--- src/rtl/fwd_pkg.sv ---
// Shared types for the forwarding/hazard unit: destination tag, select and stage constants.
package fwd_pkg;

  // Tag fields are sized for the widest configuration; narrower ports are zero-extended.
  localparam int TAG_REG_W  = 8;
  localparam int TAG_RDY_W  = 4;

  localparam int FWD_SEL_RF = 0;
  localparam int STG_EX     = 0;
  localparam int STG_MEM    = 1;
  localparam int STG_WB     = 2;

  typedef struct packed {
    logic                 valid;
    logic                 wen;
    logic [TAG_REG_W-1:0] rd;
    logic [TAG_RDY_W-1:0] rdy;
  } fwd_tag_t;

  // x0 is hardwired, so a write to it never produces a usable value.
  function automatic logic tag_match(fwd_tag_t t, logic [TAG_REG_W-1:0] rs);
    return t.valid && t.wen && (t.rd != '0) && (t.rd == rs);
  endfunction

endpackage

--- src/rtl/fwd_match.sv ---
// Youngest-match search of one source register over NT tags (index 0 = youngest).
module fwd_match
  import fwd_pkg::*;
#(
  parameter int NT = 3
)(
  input  fwd_tag_t [NT-1:0]      tags,
  input  logic [TAG_REG_W-1:0]   rs,
  input  logic                   en,
  output logic                   hit,
  output logic [TAG_RDY_W-1:0]   pos,
  output logic [TAG_RDY_W-1:0]   rdy
);

  logic [NT:0]                  h;
  logic [NT:0][TAG_RDY_W-1:0]   p;
  logic [NT:0][TAG_RDY_W-1:0]   r;

  assign h[NT] = 1'b0;
  assign p[NT] = '0;
  assign r[NT] = '0;

  // Mux chain from oldest to youngest so the lowest matching index wins.
  for (genvar i = 0; i < NT; i++) begin : g_ent
    logic m;
    assign m    = en && tag_match(tags[i], rs);
    assign h[i] = m | h[i+1];
    assign p[i] = m ? TAG_RDY_W'(i) : p[i+1];
    assign r[i] = m ? tags[i].rdy   : r[i+1];
  end

  assign hit = h[0];
  assign pos = p[0];
  assign rdy = r[0];

endmodule

--- src/rtl/fwd_hazard_unit.sv ---
// Forwarding select and load-use/multi-cycle hazard detection with a private tag pipeline.
// Optional FWD_HAZARD_PERF_EN adds stall-cycle and forwarded-operand counters.
module fwd_hazard_unit
  import fwd_pkg::*;
#(
  parameter int N_SRC = 2,
  parameter int DEPTH = 3,
  parameter int REG_W = 5,
  parameter int RDY_W = 2,
  parameter int SEL_W = 2
)(
  input  logic                   clk,
  input  logic                   reset,
  input  logic                   hold_i,
  input  logic                   flush_e_i,
  input  logic [REG_W-1:0]       rd_d_i,
  input  logic                   wen_d_i,
  input  logic [RDY_W-1:0]       rdy_d_i,
  input  logic [N_SRC*REG_W-1:0] rs_d_i,
  input  logic [N_SRC-1:0]       use_d_i,
  input  logic [N_SRC*REG_W-1:0] rs_e_i,
  output logic [N_SRC*SEL_W-1:0] fwd_e_o,
  output logic                   stall_fd_o,
  output logic                   bubble_e_o
`ifdef FWD_HAZARD_PERF_EN
  ,
  output logic [31:0]            perf_stall_o,
  output logic [31:0]            perf_fwd_o
`endif
);

  fwd_tag_t [DEPTH:0]               tag;
  fwd_tag_t                         dec_tag;
  logic [N_SRC-1:0]                 haz;
  logic [N_SRC-1:0][SEL_W-1:0]      fwd;

  always_comb begin
    dec_tag       = '0;
    dec_tag.valid = 1'b1;
    dec_tag.wen   = wen_d_i;
    dec_tag.rd    = TAG_REG_W'(rd_d_i);
    dec_tag.rdy   = TAG_RDY_W'(rdy_d_i);
  end

  for (genvar g = 0; g < N_SRC; g++) begin : g_src
    logic                 ex_hit, d_hit;
    logic [TAG_RDY_W-1:0] ex_pos, ex_rdy, d_pos, d_rdy, ex_stg, d_stg;

    fwd_match #(.NT(DEPTH)) u_ex (
      .tags (tag[DEPTH:STG_MEM]),
      .rs   (TAG_REG_W'(rs_e_i[g*REG_W +: REG_W])),
      .en   (1'b1),
      .hit  (ex_hit),
      .pos  (ex_pos),
      .rdy  (ex_rdy)
    );

    fwd_match #(.NT(DEPTH)) u_d (
      .tags (tag[DEPTH-1:STG_EX]),
      .rs   (TAG_REG_W'(rs_d_i[g*REG_W +: REG_W])),
      .en   (use_d_i[g]),
      .hit  (d_hit),
      .pos  (d_pos),
      .rdy  (d_rdy)
    );

    assign ex_stg = ex_pos + TAG_RDY_W'(1);
    // A tag at index s is one stage further along by the time the consumer sits in EX.
    assign d_stg  = d_pos + TAG_RDY_W'(1);

    assign fwd[g] = (ex_hit && ex_rdy <= ex_stg) ? SEL_W'(ex_stg) : SEL_W'(FWD_SEL_RF);
    assign haz[g] = d_hit && (d_rdy > d_stg);

    a_fwd_ready: assert property (@(posedge clk) disable iff (reset)
      !(ex_hit && ex_rdy > ex_stg));
  end

  assign fwd_e_o    = fwd;
  assign stall_fd_o = (|haz) & ~reset;
  assign bubble_e_o = ((|haz) | flush_e_i) & ~reset;

  always_ff @(posedge clk or posedge reset) begin
    if (reset) begin
      tag <= '0;
    end else if (!hold_i) begin
      tag[DEPTH:1]  <= tag[DEPTH-1:0];
      tag[STG_EX]   <= bubble_e_o ? '0 : dec_tag;
    end else if (flush_e_i) begin
      tag[STG_EX].valid <= 1'b0;
    end
  end

`ifdef FWD_HAZARD_PERF_EN
  logic [31:0] fwd_cnt;

  always_comb begin
    fwd_cnt = '0;
    for (int i = 0; i < N_SRC; i++) fwd_cnt = fwd_cnt + 32'(fwd[i] != '0);
  end

  always_ff @(posedge clk or posedge reset) begin
    if (reset) begin
      perf_stall_o <= '0;
      perf_fwd_o   <= '0;
    end else if (!hold_i) begin
      if (stall_fd_o) perf_stall_o <= perf_stall_o + 32'd1;
      perf_fwd_o <= perf_fwd_o + fwd_cnt;
    end
  end
`endif

endmodule

--- config.mk ---
export PLATFORM = sky130hd
export DESIGN_NAME = fwd_hazard_unit
export DESIGN_NICKNAME = d
export VERILOG_FILES = /design/src/rtl/fwd_pkg.sv /design/src/rtl/fwd_match.sv /design/src/rtl/fwd_hazard_unit.sv
export SDC_FILE = /design/constraint.sdc
export NUM_CORES = 1
export LEC_CHECK = 0
export ABC_CLOCK_PERIOD_IN_PS = 9300
export CAP_MARGIN = 20
export CELL_PAD_IN_SITES_DETAIL_PLACEMENT = 0
export CELL_PAD_IN_SITES_GLOBAL_PLACEMENT = 1
export CORE_UTILIZATION = 40
export DETAILED_ROUTE_END_ITERATION = 16
export PLACE_DENSITY_LB_ADDON = 0.1
export SLEW_MARGIN = 5
export SYNTH_ARGS = -nofsm -noshare
export SYNTH_HDL_FRONTEND = slang
export SYNTH_HIERARCHICAL = 1
export SYNTH_SLANG_ARGS = --single-unit
--- constraint.sdc ---
create_clock -name clk -period 9.3 [get_ports clk]
set_clock_uncertainty 0.15 [all_clocks]
set_input_delay 1.86 -clock clk [delete_from_list [all_inputs] [get_ports clk]]
set_output_delay 1.86 -clock clk [all_outputs]
set_load 0.05 [all_outputs]
Yosys cells after proc, flatten, opt, wreduce, memory -nomap -nowiden
Index checks and enable logic that the tools add are counted. W data, S select, Z words.

Register bits: 56. Input port bits: 34. Output and inout port bits: 6. Word-level logic and storage cells: 113.

Add/subtract/negate cells: 4. $lt $le $gt $ge: 4. Eq/ne operators: 13. Mux-type cells: 29. Bitwise gates (word level): 12. Reduce and logical (&&, ||, !) cells: 35.

Operators by type and width (count): $eq A8 B5 Y1 (12); $mux W4 (12); $reduce_bool A8 Y1 (4); $logic_and A1 B1 Y1 (30); $mux W2 (14); $add A4 B1 Y4 const B (4); $mux W14 (1); $or A1 B1 Y1 (9); $gt A4 B4 Y1 (2); $le A4 B4 Y1 (2); $and A1 B1 Y1 (2); $mux W1 (2); $ne A2 B1 Y1 const B (1); $reduce_or A2 Y1 (1); $not A1 Y1 (1).

Longest topological paths before layout
Gate-level depths: netlist of run 1.

Depth in word-level cells: 15. Gate-level depth with buffers: 14. Gate-level depth less buffers: 13.

By module
Netlist of run 1, hierarchy kept.

Modules (own cells, without submodules): fwd_match (instances 4, cells each 75, area an instance 548.0 um2, seq. area each 0.0 um2); fwd_hazard_unit (instances 1, cells each 172, area an instance 1958.1 um2, seq. area each 900.9 um2).

Least setup slack after synthesis of run 1
No wires, ideal clock.

Path type: input to output. From: input port rs_e_i[0]. To: output port fwd_e_o[0]. Arrival: 5176 ps. Data required time: 7290 ps. Setup slack: 2114 ps. Cell stages on the path: 12. Path buffers: 0. Path through: nor4_1 > a211o_1 > or3_1 > nor3b_1 > ha_1 > inv_1 > ha_1 > nor2b_1 > o21a_1 > o21a_1 > o21a_1 > nor3b_1.

Word-level cells in the longest chain between the ends: 9. Elaborated cells between the ends (all ways): 18. Those cells by class: add/sub (1); order compare (1); eq/ne (3); mux (7); bitwise (2); reduce/logical (4).

RTL lines: from (decl) (line fwd_hazard_unit.sv:21) `input logic [N_SRC*REG_W-1:0] rs_e_i,`; $eq A8 B5 Y1 (line fwd_pkg.sv:22) `return t.valid && t.wen && (t.rd != '0) && (t.rd == rs);`; $logic_and A1 B1 Y1 (line fwd_pkg.sv:22); $mux W2 (2 in a row) (line fwd_match.sv:28) `assign p[i] = m ? TAG_RDY_W'(i) : p[i+1];`; $mux W2 (*) (line fwd_match.sv:28); net g_src[0].ex_pos[1] (line fwd_hazard_unit.sv:47) `logic [TAG_RDY_W-1:0] ex_pos, ex_rdy, d_pos, d_rdy, ex_stg, d_stg;`; $add A4 B1 Y4 (*) (line fwd_hazard_unit.sv:67) `assign ex_stg = ex_pos + TAG_RDY_W'(1);`; $le A4 B4 Y1 (*) (line fwd_hazard_unit.sv:71) `assign fwd[g] = (ex_hit && ex_rdy <= ex_stg) ? SEL_W'(ex_stg) : SEL_W'(FWD_SEL_RF);`; $logic_and A1 B1 Y1 (*) (line fwd_hazard_unit.sv:71); $mux W2 (*) (line fwd_hazard_unit.sv:71); to (decl) (line fwd_hazard_unit.sv:22) `output logic [N_SRC*SEL_W-1:0] fwd_e_o,`.

Mark *: on every way through the listed nets, which the timed path passes. The rest lies on a longest branch.

Worst setup path in the final report of run 1
From: input port rs_e_i[6]. To: output port fwd_e_o[2].

Elaborated cells between the ends (all ways): 18. Those cells by class: add/sub (1); order compare (1); eq/ne (3); mux (7); bitwise (2); reduce/logical (4).

RTL lines (line): $eq A8 B5 Y1 (fwd_pkg.sv:22); $logic_and A1 B1 Y1 (fwd_pkg.sv:22); $mux W2 (fwd_match.sv:28); $mux W2 (*) (fwd_match.sv:28); net g_src[1].ex_pos[0] (fwd_hazard_unit.sv:47); $add A4 B1 Y4 (*) (fwd_hazard_unit.sv:67); $le A4 B4 Y1 (fwd_hazard_unit.sv:71); $logic_and A1 B1 Y1 (fwd_hazard_unit.sv:71); $mux W2 (*) (fwd_hazard_unit.sv:71).

Marks and branches as above.

==> results of run 1 <==
stage by stage:
step                cells  util, %
finish                757     52.3
floorplan             596        -
CTS                   757     52.3
detailed placement    749     51.1
global route          757     52.3
global placement      749     51.1
layout make-up:
| cell class | count | area [µm²] | area share, % |
|---|---|---|---|
| Inverter | 18 | 67.6 | 1.30 |
| Clock buffer | 5 | 68.8 | 1.33 |
| Sequential cell | 36 | 901 | 17.4 |
| Tap cell | 133 | 166 | 3.21 |
| Timing Repair Buffer | 41 | 405 | 7.83 |
| Multi-Input combinational cell | 521 | 3530 | 68.1 |
| Clock inverter | 3 | 42.5 | 0.821 |
layout by cell type, fill, tap and decap left out, types with 16 or more instances in the layout:
cell | synthesis | layout
xor2_1 | 52 | 52
ha_1 | 20 | 20
o22a_1 | 16 | 16
nor4_1 | 44 | 44
conb_1 | 6 | 130
dfrtp_1 | 36 | 36
inv_1 | 18 | 18
nand2_1 | 36 | 36
xnor2_1 | 52 | 52
clkdlybuf4s50_1 | 0 | 39
o41ai_1 | 16 | 16
nand3_1 | 41 | 41
mux2_2 | 27 | 27
final timing paths:
kind / end / cells after the start
max in group asynchronous: tag[48] / 3
hold reg to reg: tag[55] / 1
min in group asynchronous: tag[13] / 3
setup reg to reg: tag[6] / 12
hold / removal: tag[55] / 1
setup / recovery: fwd_e_o[2] / 14
cell families (layout without fill, tap and decap cells):
kind of cell	after synthesis	after routing	share of synthesized area, %
AND/OR/NAND/NOR	173	173	24.2
flip-flops	36	36	21.7
adder cells (fa/ha/maj)	20	20	6.03
multiplexers	27	27	7.33
XOR/XNOR	104	104	21.9
buffers and inverters	39	67	4.49
other	6	130	0.543
AO/OA/AOI/OAI	67	67	13.8
layer usage:
| layer | routed length, µm | up-vias |
|---|---|---|
| li1 | - | 1919 |
| met1 | 5100 | 1694 |
| met2 | 5280 | 63 |
| met3 | 395 | 8 |
| met4 | 89 | 0 |
| met5 | 0 | - |
where the power goes:
group	switching [W]	total, W	leakage (nW)	internal (W)
combinational	0.0000878	0.000176	1.69	0.0000880
sequential	0.0000673	0.000247	0.451	0.000180
clock	0.0000576	0.000137	0.0541	0.0000793
==> run metrics, run 1 <==
run status finished clean; post-layout instance area 5180 µm²; CP dominant cell by count o21a_1; RSZ-0062 raised after global routing false; clock buffer count from CTS 5; required time reported for the critical path endpoint 7.29 ns; timing-limited maximum frequency 127 MHz; register with the highest flop count tag; Hold WC Path Type flip-flop to flip-flop; most common library cells after synthesis xnor2_1 (52), xor2_1 (52), nor4_1 (44), nand3_1 (41); TritonCTS clock tree yes; DR vias/cell 4.87; Critical Path Source rs_e_i[6]; drt pass-1 iters 4; worst setup slack after layout 1.44 ns; number of top-level pins 40; via count of the first global-routing pass 3,632; number of fill cells 971; Antenna Cells 0; number of nets still failing antenna checks after routing 0; number of nets in the finished design 677; data arrival at the endpoint of the critical path 5.85 ns; FF-to-FF Start tag[19]; GRT Util Overall 21.5%; routed wirelength normalized by instance count 14.3 µm; Hold Path Origin tag[55]; Area Overhead vs Synth 24.8%; largest registers tag x36; post-layout power 0.000560 W; Die W 104 µm; Post-Synthesis Cell Area 4150 µm²; clock transition at the register clock pins on the worst setup and hold paths after CTS 0.07 ns; worst IR drop on VDD 73.8 µV; element type at the critical path start primary input; number of levels the H-tree was split into 2; area of the die 10,800 µm²; Detailed Route WL 10,900 µm; Clock Sink Count 36; initial antenna violation count 0; final HPWL from detailed placement 8390 µm; buffers plus inverters on the worst setup path 3; share of async-settable or async-resettable flops after synthesis 100%; clock period minus worst slack 7.86 ns; Pins Over Slew Limit 0; yosys warns 6; instance area after placement 5070 µm²; setup violators final 0; number of remaining DRC errors 0; ratio of total power to cell area 108 nW/µm²; final worst-path cycle share 84.5%; Worst Setup Path Type primary input to output pin; First DRT Iteration DRCs 135; clock latency at the later pin of the worst-skew pair 0.29 ns; capturing element type of the critical path output pin; hold buffer count at CTS 0; routing layer with the top usage in global route met2; placeable core region 9910 µm²; crit-path leading delay family buffers and inverters; total global routing overflow 0; hold violation total from the final report 0; largest cells by area after synthesis dfrtp_1 (22%), xnor2_1 (11%), xor2_1 (11%), mux2_2 (7.3%), nor4_1 (6.6%); r2r setup slk 5.71 ns; number of unique standard cell types used by synthesis 33; maximum buffer depth of the clock tree 2; number of instances in the synthesized netlist 472; leakage power 2.20 nW; wire length of the first global-routing pass 18,300 µm; met1 usage in global routing 27.9%; vias 3,684; library cell with the largest summed area after synthesis dfrtp_1; number of register bits inferred by synthesis 36; number of max-cap violations 0; cell chain of the critical path clkdlybuf4s50_1, xor2_1, nor4_1, nand3_1, and2_2, ha_1, inv_1, ha_1, nor2b_1, o21a_1, o21a_1, o21a_1, nor3b_1, clkdlybuf4s50_1; GPL Wtd Cong 0.793; CP max stage delay 0.83 ns; pin slew with the least headroom to its limit 0.599 ns; Port-buffer cells 39; Die Span Y 104 µm; flip-flop count of the largest register after layout 36; average footprint of a synthesized cell 8.79 µm²; worst setup slack after placement 1.44 ns; predominant post-synthesis flop cell dfrtp_1; met2 layer usage reported by global route 38.0%; Seq/Total Area, Yosys 21.7%; fraction of final layout cells with drive strength greater than 1 8.01%; starting density of the core 41.9%; met3 routing resource usage after global routing 3.20%; top fanout value on the critical path 11; maximum number of pins on one net before global-route repair 37; Final Hold Slack 0.416 ns; quantity of gates resized following cts 0; number of standard-cell rows in the floorplan 36; critical-path cell with the highest stage delay clkdlybuf4s50_1; buffer cell driving the clock tree root clkbuf_8; worst slew margin relative to its limit 60.1%; aggregate negative setup slack 0 ns; count of buffers added by post-CTS timing repair for setup 0; area share of the leading cell type in the synthesized netlist 21.7%; count of flip-flops with a built-in enable after synthesis 0
Power figures use the tool's default switching activity.
==> run 2, diff against run 1 <==
--- a/config.mk
+++ b/config.mk
@@ -5,7 +5,7 @@
 export SDC_FILE = /design/constraint.sdc
 export NUM_CORES = 1
 export LEC_CHECK = 0
-export ABC_CLOCK_PERIOD_IN_PS = 9300
+export ABC_CLOCK_PERIOD_IN_PS = 7720
 export CAP_MARGIN = 20
 export CELL_PAD_IN_SITES_DETAIL_PLACEMENT = 0
 export CELL_PAD_IN_SITES_GLOBAL_PLACEMENT = 1
==> constraint.sdc (replaced) <==
create_clock -name clk -period 7.72 [get_ports clk]
set_clock_uncertainty 0.15 [all_clocks]
set_input_delay 1.544 -clock clk [delete_from_list [all_inputs] [get_ports clk]]
set_output_delay 1.544 -clock clk [all_outputs]
set_load 0.05 [all_outputs]
==> run 2 against run 1 <==
  * Count of clock-buffer cells in the layout increased by 2
  * First-iteration DRC count decreased by 9.6%
  * Design area shrank 0.19%
  * Flip-flop and latch count stayed put
  * Core utilization shrank 0.10 points
  * Via count up 0.11%
  * Worst setup slack lost 0.97 ns
  * Critical endpoint is now fwd_e_o[0]
  * Largest cell class unchanged
  * Highest routed layer unchanged
==> run metrics, run 2 (synthesized netlist as in run 1, its figures left out) <==
timing-limited maximum frequency 138 MHz; quantity of gates resized following cts 0 (unchanged); aggregate negative setup slack 0 ns (unchanged); GRT Util Overall 21.0% (-0.43 points); clock transition at the register clock pins on the worst setup and hold paths after CTS 0.07 ns (about the same); routed wirelength normalized by instance count 14.3 µm (-0.13%); area of the die 10,800 µm² (unchanged); register with the highest flop count tag; leakage power 2.19 nW (-0.25%); Antenna Cells 0 (unchanged); Worst Hold End tag[12]; r2r worst-path depth 12 (unchanged); number of levels the H-tree was split into 2 (unchanged); r2r setup slk 4.07 ns (-1.64 ns); final worst-path cycle share 93.9%; fraction of final layout cells with drive strength greater than 1 8.00% (-0.013 points); required time reported for the critical path endpoint 6.03 ns (-1.26 ns); TritonCTS clock tree yes; instance area after placement 5080 µm² (+0.15%); placeable core region 9910 µm² (unchanged); top fanout value on the critical path 11 (unchanged); worst IR drop on VDD 91.2 µV (+24%); hold violation total from the final report 0 (unchanged); vias 3,688 (+0.11%); Area Overhead vs Synth 24.6%; pin slew with the least headroom to its limit 0.610 ns (+0.0107 ns); number of top-level pins 40 (unchanged); Hold Path Origin tag[12]; clock buffer count from CTS 5 (unchanged); First DRT Iteration DRCs 122 (-9.6%); wire length of the first global-routing pass 18,200 µm (-0.64%); maximum number of pins on one net before global-route repair 37 (unchanged); GPL Wtd Cong 0.787 (-0.71%); number of nets in the finished design 678 (+0.15%); Worst Setup Path Type primary input to output pin; run status finished clean; worst slew margin relative to its limit 59.2% (-0.84 points); capturing element type of the critical path output pin; hold-critical path depth 2 (+1); Port-buffer cells 39 (unchanged); FF-to-FF Start tag[20]; leading cell type in the layout, fill and taps excluded conb_1; clock period minus worst slack 7.25 ns; Pins Over Slew Limit 0 (unchanged); Detailed Route WL 10,900 µm (unchanged); initial antenna violation count 0 (unchanged); number of remaining DRC errors 0 (unchanged); DR vias/cell 4.87 (about the same); flip-flop count of the largest register after layout 36 (unchanged); count of buffers added by post-CTS timing repair for setup 0 (unchanged); element type at the critical path start primary input; reg2reg end tag[6]; final HPWL from detailed placement 8440 µm (+0.51%); Clock Sink Count 36 (unchanged); Die W 104 µm (unchanged); post-layout instance area 5170 µm² (-0.19%); hold buffer count at CTS 0 (unchanged); data arrival at the endpoint of the critical path 5.56 ns (-0.29 ns); number of standard-cell rows in the floorplan 36 (unchanged); via count of the first global-routing pass 3,593 (-1.1%); maximum buffer depth of the clock tree 2 (unchanged); most used cells in the layout excluding fill and tap cells conb_1 (130), xor2_1 (52), xnor2_1 (52); clock latency at the later pin of the worst-skew pair 0.29 ns (about the same); number of nets still failing antenna checks after routing 0 (unchanged); total global routing overflow 0 (unchanged); starting density of the core 41.9% (unchanged); largest registers tag x36; Hold WC Path Type flip-flop to flip-flop; drt pass-1 iters 4 (unchanged); buffer cell driving the clock tree root clkbuf_8; Die Span Y 104 µm (unchanged); final core utilization 52.2% (-0.10 points); number of max-cap violations 0 (unchanged); setup violators final 0 (unchanged); RSZ-0062 raised after global routing false; ratio of total power to cell area 126 nW/µm² (+16%)
-- run 2: critical path, cell delays in order --
cell and delay (ns):
clkdlybuf4s50_1 0.51, xor2_1 0.21, a211oi_1 0.32, nand3_1 0.35, and2_2 0.33, ha_1 0.30, inv_1 0.05, ha_1 0.28
nor2b_1 0.13, o21a_1 0.16, o21a_1 0.17, o21a_1 0.19, nor3b_1 0.18, clkdlybuf4s50_1 0.82
-- run 2: final cells by class --
class                      instances  area [µm²]
tap                              133         166
clock inverter                     1        7.51
timing repair buffer              42         413
inverter                          18        67.6
clock buffer                       7        86.3
fill                             965        4740
multi-input combinational        521        3530
sequential                        36         901
-- run 2: metal layers --
| layer | wire length [µm] | share of wire (%) | global-route usage [%] |
|---|---|---|---|
| met5 | 0 | 0 | 0 |
| met4 | 68 | 0.63 | 2.96 |
| met3 | 232 | 2.1 | 2.76 |
| met2 | 5270 | 49 | 37.3 |
| met1 | 5290 | 49 | 27.7 |
-- run 2: how the worst max path moves through the flow --
stage	to	slack, ns	startpoint	cells after the start
2_1_floorplan	fwd_e_o[0]	1.17	rs_e_i[0]	12
3_5_place_dp	fwd_e_o[0]	0.48	rs_e_i[4]	14
5_1_grt	fwd_e_o[0]	0.23	rs_e_i[4]	14
4_1_cts	fwd_e_o[0]	0.45	rs_e_i[4]	14
3_3_place_gp	fwd_e_o[0]	0.52	rs_e_i[0]	14
6_report	fwd_e_o[0]	0.47	rs_e_i[4]	14
-- run 2: per-stage QoR --
| step | setup slack (ns) | instances | total power (W) | hold slack [ns] |
|---|---|---|---|---|
| 2_1_floorplan | 1.17 | 596 | 0.000431 | 0.343 |
| 3_3_place_gp | 0.522 | 750 | 0.000504 | 0.403 |
| 3_5_place_dp | 0.482 | 750 | 0.000509 | 0.410 |
| 4_1_cts | 0.452 | 758 | 0.000649 | 0.427 |
| 5_1_grt | 0.226 | 758 | 0.000693 | 0.456 |
| 6_report | 0.471 | 758 | 0.000649 | 0.428 |
-- run 2: power by group --
group | internal (W) | leakage (nW) | total (W) | switching [W]
logic | 0.000106 | 1.70 | 0.000212 | 0.000106
clock network | 0.0000725 | 0.0445 | 0.000139 | 0.0000670
registers | 0.000217 | 0.451 | 0.000297 | 0.0000802
total | 0.000396 | 2.19 | 0.000649 | 0.000253
==> run 3, diff against run 2 <==
--- a/config.mk
+++ b/config.mk
@@ -6,7 +6,6 @@
 export NUM_CORES = 1
 export LEC_CHECK = 0
 export ABC_CLOCK_PERIOD_IN_PS = 7720
-export CAP_MARGIN = 20
 export CELL_PAD_IN_SITES_DETAIL_PLACEMENT = 0
 export CELL_PAD_IN_SITES_GLOBAL_PLACEMENT = 1
 export CORE_UTILIZATION = 40
==> results of run 3 <==
No change in the layout: final DEF, timing and power equal those of run 2.
